**config.mk**
```make
export PLATFORM = sky130hd
export DESIGN_NAME = pipelined_fetch
export DESIGN_NICKNAME = d
export VERILOG_FILES = /design/src/rtl/pipelined_fetch.sv
export SDC_FILE = /design/constraint.sdc
export NUM_CORES = 1
export LEC_CHECK = 0
export ABC_AREA = 0
export CAP_MARGIN = 25
export CELL_PAD_IN_SITES_DETAIL_PLACEMENT = 0
export CELL_PAD_IN_SITES_GLOBAL_PLACEMENT = 1
export CORE_ASPECT_RATIO = 0.6
export CORE_MARGIN = 10
export CORE_UTILIZATION = 49
export DETAILED_ROUTE_END_ITERATION = 12
export GPL_TIMING_DRIVEN = 0
export PLACE_DENSITY_LB_ADDON = 0.1
export SYNTH_ARGS = -nofsm -noshare
export SYNTH_HDL_FRONTEND = slang
export SYNTH_SLANG_ARGS = --single-unit
export TNS_END_PERCENT = 30
```
**constraint.sdc**
```tcl
create_clock -name clk -period 8.2 [get_ports clk]
set_input_delay 1.23 -clock clk [delete_from_list [all_inputs] [get_ports clk]]
set_output_delay 1.23 -clock clk [all_outputs]
set_load 0.1 [all_outputs]
```
**src/rtl/pipelined_fetch.sv**
```systemverilog
// Instruction fetch stage. It issues one memory read per cycle while the
// decoupling queue has credit, pushes each returned word together with its
// PC, and presents the head of the queue to decode. A redirect, such as a
// taken branch or a flush, restarts fetch at a word-aligned target and
// drops everything queued or in flight.
module pipelined_fetch #(
    parameter int unsigned       ADDR_W   = 64,
    parameter int unsigned       INSTR_W  = 32,
    parameter int unsigned       DEPTH    = 4,   // power of 2, at least 2
    parameter logic [ADDR_W-1:0] RESET_PC = '0
) (
    input  logic                       clk,
    input  logic                       reset,
    input  logic                       redirect,
    input  logic [ADDR_W-1:0]          redirect_pc,
    output logic                       imem_req,
    output logic [ADDR_W-1:0]          imem_addr,
    input  logic [INSTR_W-1:0]         imem_rdata,
    output logic                       out_valid,
    input  logic                       out_ready,
    output logic [INSTR_W-1:0]         out_instr,
    output logic [ADDR_W-1:0]          out_pc,
    output logic [$clog2(DEPTH):0]     count
);

    localparam int unsigned       PTR_W      = $clog2(DEPTH);
    localparam int unsigned       CNT_W      = PTR_W + 1;
    localparam logic [ADDR_W-1:0] PC_STEP    = ADDR_W'(INSTR_W / 8);
    localparam logic [ADDR_W-1:0] ALIGN_MASK = ~(PC_STEP - ADDR_W'(1));

    logic [ADDR_W-1:0]  pc_q, pc_d;
    logic               inflight_q, inflight_d;
    logic [ADDR_W-1:0]  inflight_pc_q, inflight_pc_d;
    logic [PTR_W-1:0]   rd_ptr_q, rd_ptr_d;
    logic [PTR_W-1:0]   wr_ptr_q, wr_ptr_d;
    logic [CNT_W-1:0]   count_q, count_d;

    logic [INSTR_W-1:0] instr_mem_q [DEPTH];
    logic [ADDR_W-1:0]  pc_mem_q    [DEPTH];

    logic               pop;
    logic               push;
    logic [CNT_W:0]     occupancy;

    // Handshakes and credit check. In-flight returns count against the
    // queue capacity, so the queue cannot overflow. A pop in the same
    // cycle frees one slot, which allows one word per cycle at DEPTH=2.
    always_comb begin
        out_valid = (count_q != '0) & ~redirect & ~reset;
        pop       = out_valid & out_ready;
        push      = inflight_q & ~redirect & ~reset;
        occupancy = {1'b0, count_q}
                  + {{CNT_W{1'b0}}, inflight_q}
                  - {{CNT_W{1'b0}}, pop};
        imem_req  = ~reset & ~redirect & (occupancy < (CNT_W + 1)'(DEPTH));
    end

    assign imem_addr = pc_q;
    assign out_instr = instr_mem_q[rd_ptr_q];
    assign out_pc    = pc_mem_q[rd_ptr_q];
    assign count     = count_q;

    // Next-state logic. Priority: reset, then redirect, then normal fetch and queue traffic.
    always_comb begin
        pc_d          = pc_q;
        inflight_d    = 1'b0;
        inflight_pc_d = inflight_pc_q;
        rd_ptr_d      = rd_ptr_q;
        wr_ptr_d      = wr_ptr_q;
        count_d       = count_q;

        if (reset) begin
            pc_d     = RESET_PC;
            rd_ptr_d = '0;
            wr_ptr_d = '0;
            count_d  = '0;
        end else if (redirect) begin
            pc_d     = redirect_pc & ALIGN_MASK;
            rd_ptr_d = '0;
            wr_ptr_d = '0;
            count_d  = '0;
        end else begin
            inflight_d = imem_req;
            if (imem_req) begin
                pc_d          = pc_q + PC_STEP;
                inflight_pc_d = pc_q;
            end
            if (push) begin
                wr_ptr_d = wr_ptr_q + PTR_W'(1);
            end
            if (pop) begin
                rd_ptr_d = rd_ptr_q + PTR_W'(1);
            end
            case ({push, pop})
                2'b10:   count_d = count_q + CNT_W'(1);
                2'b01:   count_d = count_q - CNT_W'(1);
                default: count_d = count_q;
            endcase
        end
    end

    // Control state register with synchronous reset.
    always_ff @(posedge clk) begin
        if (reset) begin
            pc_q          <= RESET_PC;
            inflight_q    <= 1'b0;
            inflight_pc_q <= '0;
            rd_ptr_q      <= '0;
            wr_ptr_q      <= '0;
            count_q       <= '0;
        end else begin
            pc_q          <= pc_d;
            inflight_q    <= inflight_d;
            inflight_pc_q <= inflight_pc_d;
            rd_ptr_q      <= rd_ptr_d;
            wr_ptr_q      <= wr_ptr_d;
            count_q       <= count_d;
        end
    end

    // Queue storage. It has no reset because count gates every read.
    always_ff @(posedge clk) begin
        if (push) begin
            instr_mem_q[wr_ptr_q] <= imem_rdata;
            pc_mem_q[wr_ptr_q]    <= inflight_pc_q;
        end
    end

endmodule

```
==> results of run 1 <==
final cells by class:
cell class / count / share of cell area (%)
timing repair buffer: 265 / 11.0
clock inverter: 23 / 0.895
multi-input combinational: 717 / 23.0
antenna: 2 / 0.0199
clock buffer: 62 / 5.14
sequential: 510 / 55.5
inverter: 27 / 0.403
buffer: 82 / 1.35
tap: 531 / 2.64
routing by layer:
metal,wire length [um],up-vias,GRT usage (%)
li1,-,5897,-
met1,24500,6588,31.7
met2,25700,533,33.8
met3,5200,79,6.12
met4,1300,0,5.77
met5,0,-,0
registers in the layout (all words and copies together) (netlist names), named ones only:
name           flops
wr_ptr_q           2
imem_addr         62
instr_mem_q      128
pc_mem_q         248
count              3
inflight_q         1
inflight_pc_q     62
rd_ptr_q           2
kinds of logic after synthesis:
group	synth area share, %
muxes	10.5
and+or+nand+nor	9.84
adders and majority gates	0.658
other	0.0186
xor gates and xnor gates	0.738
DFF	69.3
buffers and inverters	2.19
AOI/OAI and AO/OA	6.74
worst max path at each step:
| stage | to | slack (ps) | startpoint |
|---|---|---|---|
| finish | imem_req | 490 | redirect |
| global route | imem_req | 320 | redirect |
| CTS | imem_req | 640 | redirect |
| detailed placement | imem_req | 650 | redirect |
| global placement | imem_req | 760 | redirect |
| floorplan | imem_req | 2530 | reset |
worst register-to-register path, delay by kind of cell, from the launching register on:
| family | cells | cell delay (ps) |
|---|---|---|
| buffers and inverters | 4 | 1030 |
| DFF | 1 | 510 |
| adders and majority gates | 2 | 440 |
| AOI/OAI and AO/OA | 3 | 630 |
| and+or+nand+nor | 3 | 1320 |
report_power, final:
| group | switching (uW) | leakage, uW | internal, uW |
|---|---|---|---|
| registers | 58.5 | 0.00475 | 2800 |
| logic | 342 | 0.00259 | 133 |
| clock network | 936 | 0.000749 | 1240 |
| total | 1340 | 0.00809 | 4170 |
per-stage QoR:
step                      worst slack, ps  power (uW)  cell area [um2]
after floorplan                      2530        3200            20200
after global routing                  315        5660            25200
after CTS                             644        5530            25100
final                                 493        5500            25200
after detailed placement              646        3380            23600
after global placement                761        3380            23400
placed cells by master, fill, tap and decap left out, types with 6 or more instances in the layout:
cell type          n
clkdlybuf4s50_1  257
o21ai_0           17
nand4_1           27
clkbuf_16         47
a211oi_1          15
o31ai_1           13
inv_1             26
mux4_2            94
buf_16             6
clkbuf_8           6
xnor2_1           12
buf_1             16
a21oi_1           68
nand2_1          166
nand3_1           24
clkinv_1           7
nor2_1            66
dfxtp_1          134
nor3_1            16
and3_1             9
and4_1            12
a311oi_1          24
a31oi_1           15
o311a_1            6
or4_1             18
nor4_1            10
edfxtp_1         376
ha_1               9
buf_2             13
clkbuf_1          57
clkinv_2           7
==> impl_metrics.yaml, run 1 <==
outcome:
  outcome: "finished clean"
synth:
  synth_area_per_cell_um2: 15.1
  synth_most_common_cell: "edfxtp_1"
  synth_top_cell_area_share_pct: 56.0
  synthCells: 1333
  synth_top_area_cell: "edfxtp_1"
  yosysUniqueCellTypes: 69
  synth_common_cells: "edfxtp_1 (376), nand2_1 (166), dfxtp_1 (134)"
  yosys_warnings: 0
  synth_area_leaders: "edfxtp_1 (56%), dfxtp_1 (13%), mux4_2 (10%)"
  synth_seq_cells: 510
  synth-async-reset-ratio_pct: 0
  ys.flop_type: "edfxtp_1"
  synth_edf_count: 376
  netlist_area_mm2: 0.0202
  synth-seq-area-share_pct: 69.3
sta:
  drv_slew: 0
  relSlewSlack_pct: 24.0
  setup_viol: 0
  period_minus_slack_ps: 7710
  tightest_slew_ps: 1130
  clock-skew-final_ps: 28.3
  fin_tns_setup_ps: 0
  rsz0062_at_grt: "false"
  fmax_mhz: 130
  whs_ps: 495
  hold_viol: 0
  fin_crit_sh_pct: 94.0
flow_run:
  drv_cap: 0
critical_path:
  critPathMaxStageDelay_ps: 1250
  critPathKind: "primary input to output pin"
  cp.arrival_ps: 6480
  start_kind: "primary input"
  crit_fanout: 10
  required_ps: 6970
  crit_path_cell_trace: "clkdlybuf4s50_1 -> nor2_1 -> o311a_1 -> ha_1 -> inv_1 -> ha_1 -> and3b_4 -> nor4_2 -> o31ai_1 -> inv_1 -> buf_2 -> buf_1 -> clkdlybuf4s50_1"
  rrSetupSlack_ps: 4230
  crit_cells: 13
  path_buf_inv: 6
  reg2reg_from: "count[2]"
  crit_family: "buffers and inverters"
  r2r_cells: 12
  crit_path_top_delay_cell: "clkdlybuf4s50_1"
  timing.rr.end: "inflight_pc_q[56]"
  endpoint_kind: "output pin"
worst_hold_path:
  whs_path_depth: 2
  worstHoldPathType: "register to register"
  hold_end: "inflight_pc_q[15]"
  min-delay-start: "inflight_pc_q[15]"
layout:
  multi_input_area_mm2: 0.00579
  fin_util_pct: 62.0
  final-seq-area_mm2: 0.0140
  layout.cells.non_filler: 2219
  n_fill_cell: 3060
  area_growth_pct: 24.7
  drive_above_1_share_pct: 12.2
  nets: 1759
detailed_routing:
  vias: 13100
  antenna_left: 0
  first_pass_iters: 5
  drc: 0
  viasPerCell: 5.90
  wire_per_inst_um: 25.5
  wl_um: 56600
  drt_iter0_markers: 1438
global_route:
  grt_antenna_before_repair: 3
  grt.total_usage_pct: 22.4
  grt_max_degree: 56
  grt-ovfl-total: 0
  first_global_vias: 12900
  grt_pass1_wl_um: 83900
clocking:
  cts-resized-gates: 0
  clock_latency_ps: 570
  htreeDepth: 2
  cts_buffer_depth: 3
  cts-root-buf: "clkbuf_16"
  clk_pin_slew_ps: 60
  cts_tree: "built"
  cts_buffers: 46
  clock-sinks: 510
  ctsHoldBuffers: 0
  post-cts-setup-buffer-count: 0
placement:
  place_inst: 2130
  place.gp.congestion: 0.957
  portBuffers: 257
  dp_hpwl_um: 40000
power_and_ir_drop:
  irDropWorstVdd_uv: 129
  power_leakage_uw: 0.00809
  power_density_mw_per_mm2: 219
floorplanning:
  die_h_um: 177
  ios: 265
  start_util_pct: 49.7
  fp.dieArea_mm2: 0.0499
  die_x_um: 282
  row_count: 57
  fp.coreArea_mm2: 0.0406
Power figures use the tool's default switching activity.
==> inputs of run 2 (changes only) <==
==> constraint.sdc (replaced) <==
create_clock -name clk -period 9.3 [get_ports clk]
set_input_delay 1.395 -clock clk [delete_from_list [all_inputs] [get_ports clk]]
set_output_delay 1.395 -clock clk [all_outputs]
set_load 0.1 [all_outputs]
==> results of run 2 <==
Same layout as run 1 (identical final DEF). Status: finished clean.
Main changes from that run: setup slack after placement 646 ps -> 1420 ps; setup slack after layout 493 ps -> 1260 ps; register-to-register setup slack 4230 ps -> 5330 ps; total power 5500 uW -> 4850 uW; worst IR drop on VDD 129 uV -> 114 uV
==> inputs of run 3 (changes only) <==
--- a/config.mk
+++ b/config.mk
@@ -11,7 +11,7 @@
 export CELL_PAD_IN_SITES_GLOBAL_PLACEMENT = 1
 export CORE_ASPECT_RATIO = 0.6
 export CORE_MARGIN = 10
-export CORE_UTILIZATION = 49
+export CORE_UTILIZATION = 40
 export DETAILED_ROUTE_END_ITERATION = 12
 export GPL_TIMING_DRIVEN = 0
 export PLACE_DENSITY_LB_ADDON = 0.1
==> impl_metrics.yaml, run 3 (same netlist as run 1, synthesis figures left out) <==
global_route:
  grt.met3_usage_pct: 5.66
  grt_max_degree: 36
  first_global_vias: 12800
  grt_antenna_before_repair: 0
  use_met1_pct: 28.4
  use_met2_pct: 28.9
  grt-ovfl-total: 0
  grt.total_usage_pct: 19.4
  grt_pass1_wl_um: 87800
  grt.busiest_layer: "met2"
critical_path:
  path_buf_inv: 6
  start_kind: "primary input"
  crit_path_top_delay_cell: "clkdlybuf4s50_1"
  crit_family: "buffers and inverters"
  rrSetupSlack_ps: 5580
  critPathKind: "primary input to output pin"
  r2r_cells: 12
  endpoint_kind: "output pin"
  crit_cells: 13
  crit_end: "imem_req"
  crit_fanout: 10
  critPathMaxStageDelay_ps: 1250
  cp.arrival_ps: 6590
  timing.rr.end: "inflight_pc_q[58]"
  startpoint: "redirect"
  crit_path_cell_trace: "clkdlybuf4s50_1 -> nor2_1 -> o311a_1 -> ha_1 -> inv_1 -> ha_1 -> and3b_4 -> nor4_2 -> o31ai_1 -> inv_1 -> buf_2 -> buf_1 -> clkdlybuf4s50_1"
  required_ps: 7910
  reg2reg_from: "count[2]"
detailed_routing:
  drc: 0
  first_pass_iters: 5
  wire_per_inst_um: 25.4
  viasPerCell: 5.55
  drt_iter0_markers: 1053
  wl_um: 59700
  vias: 13000
  antenna_left: 0
power_and_ir_drop:
  irDropWorstVdd_uv: 128
  pwr-share-comb_pct: 8.6
  power_leakage_uw: 0.00813
  power_density_mw_per_mm2: 192
  internal_power_uw: 3660
  p_seq_share_pct: 51.6
  p_switching_uw: 1210
  swShare_pct: 24.9
  pwr-share-clk_pct: 39.7
  power_uw: 4880
placement:
  pre_cts_slack_ps: 1380
  portBuffers: 257
  place_inst: 2254
  dp_hpwl_um: 42800
  place.gp.congestion: 0.890
layout:
  nets: 1767
  top_register: "pc_mem_q"
  area_growth_pct: 26.0
  layout_commonest_cell: "edfxtp_1"
  fin_util_pct: 51.2
  largest_registers: "pc_mem_q (248), instr_mem_q (128)"
  drive_above_1_share_pct: 12.6
  largest_reg_flops: 248
  layout.cells.non_filler: 2347
  n_fill_cell: 4248
  final_cell_mix: "edfxtp_1 (376), clkdlybuf4s50_1 (257), nand2_1 (166), dfxtp_1 (134), mux4_2 (94)"
  antenna_cells: 0
sta:
  fin_tns_setup_ps: 0
  hold_viol: 0
  drv_slew: 0
  clock-skew-final_ps: 8.70
  fmax_mhz: 125
  rsz0062_at_grt: "false"
  relSlewSlack_pct: 26.0
  tightest_slew_ps: 1110
  fin_crit_sh_pct: 85.9
  period_minus_slack_ps: 7990
  setup_viol: 0
  setup_slack_ps: 1310
floorplanning:
  ios: 265
  fp.coreArea_mm2: 0.0496
  row_count: 63
  fp.dieArea_mm2: 0.0601
  die_h_um: 194
  die_x_um: 310
  start_util_pct: 40.7
clocking:
  cts_buffer_depth: 3
  cts-resized-gates: 0
  clock_latency_ps: 570
  ctsHoldBuffers: 0
  htreeDepth: 2
  cts_tree: "built"
  cts-root-buf: "clkbuf_16"
  clk_pin_slew_ps: 60
  post-cts-setup-buffer-count: 0
  clock-sinks: 510
  cts_buffers: 48
outcome:
  outcome: "finished clean"
flow_run:
  drv_cap: 0
worst_hold_path:
  worstHoldPathType: "register to register"
[run 3: cell count changes in the layout (fill, tap and decap cells not counted), moves of 2 or more]
| cell | previous run | this run |
|---|---|---|
| clkinvlp_4 | 0 | 4 |
| clkinv_4 | 4 | 1 |
| buf_16 | 6 | 2 |
| diode_2 | 2 | 0 |
| clkbuf_1 | 57 | 55 |
| bufinv_16 | 4 | 2 |
| clkbuf_16 | 47 | 50 |
| clkinv_1 | 7 | 11 |
| buf_12 | 0 | 8 |
[run 3: area by class of cell]
type                    instances  area, um2  area share [%]
clock buffers                  62       1350            5.30
well taps                     650        813            3.20
repair buffers                271       2840            11.2
inverters                      27        101           0.399
multi-input cells             717       5790            22.8
plain buffers                  82        340            1.34
flip-flops and latches        510      14000            55.0
clock inverters                28        205           0.808
[run 3: how the worst min path moves through the flow]
stage | endpoint | cells after the start | start
2_1_floorplan | pc_mem_q[0][10] | 0 | inflight_pc_q[10]
3_3_place_gp | inflight_pc_q[57] | 2 | inflight_pc_q[57]
3_5_place_dp | inflight_pc_q[54] | 2 | inflight_pc_q[54]
4_1_cts | inflight_pc_q[54] | 2 | inflight_pc_q[54]
5_1_grt | inflight_pc_q[11] | 2 | inflight_pc_q[11]
6_report | inflight_pc_q[7] | 2 | inflight_pc_q[7]
[run 3: through the flow]
step                hold WS, ps  cell area (um2)
finish                      494            25400
global route                525            25400
CTS                         500            25400
detailed placement          492            23800
global placement            481            23600
floorplan                   460            20200
[run 3: power groups by stage]
stage          clock network, uW  registers, uW  logic [uW]
6_report                    1940           2520         422
3_3_place_gp                   0           2570         417
5_1_grt                     2070           2520         441
2_1_floorplan                  0           2680         141
3_5_place_dp                   0           2570         423
4_1_cts                     1980           2520         424
[run 3: per-layer routing]
| metal | wire (um) | share of wire (%) |
|---|---|---|
| met5 | 0 | 0 |
| met4 | 569 | 0.95 |
| met3 | 5010 | 8.4 |
| met2 | 26500 | 44 |
| met1 | 27600 | 46 |
[run 3: worst reg2reg max path: cells and delay by family (launching register included)]
kind,cells,cell delay (ps)
flops,1,520
compound gates,4,1050
buf+inv,4,1340
fa+ha+maj,2,440
simple gates,2,300
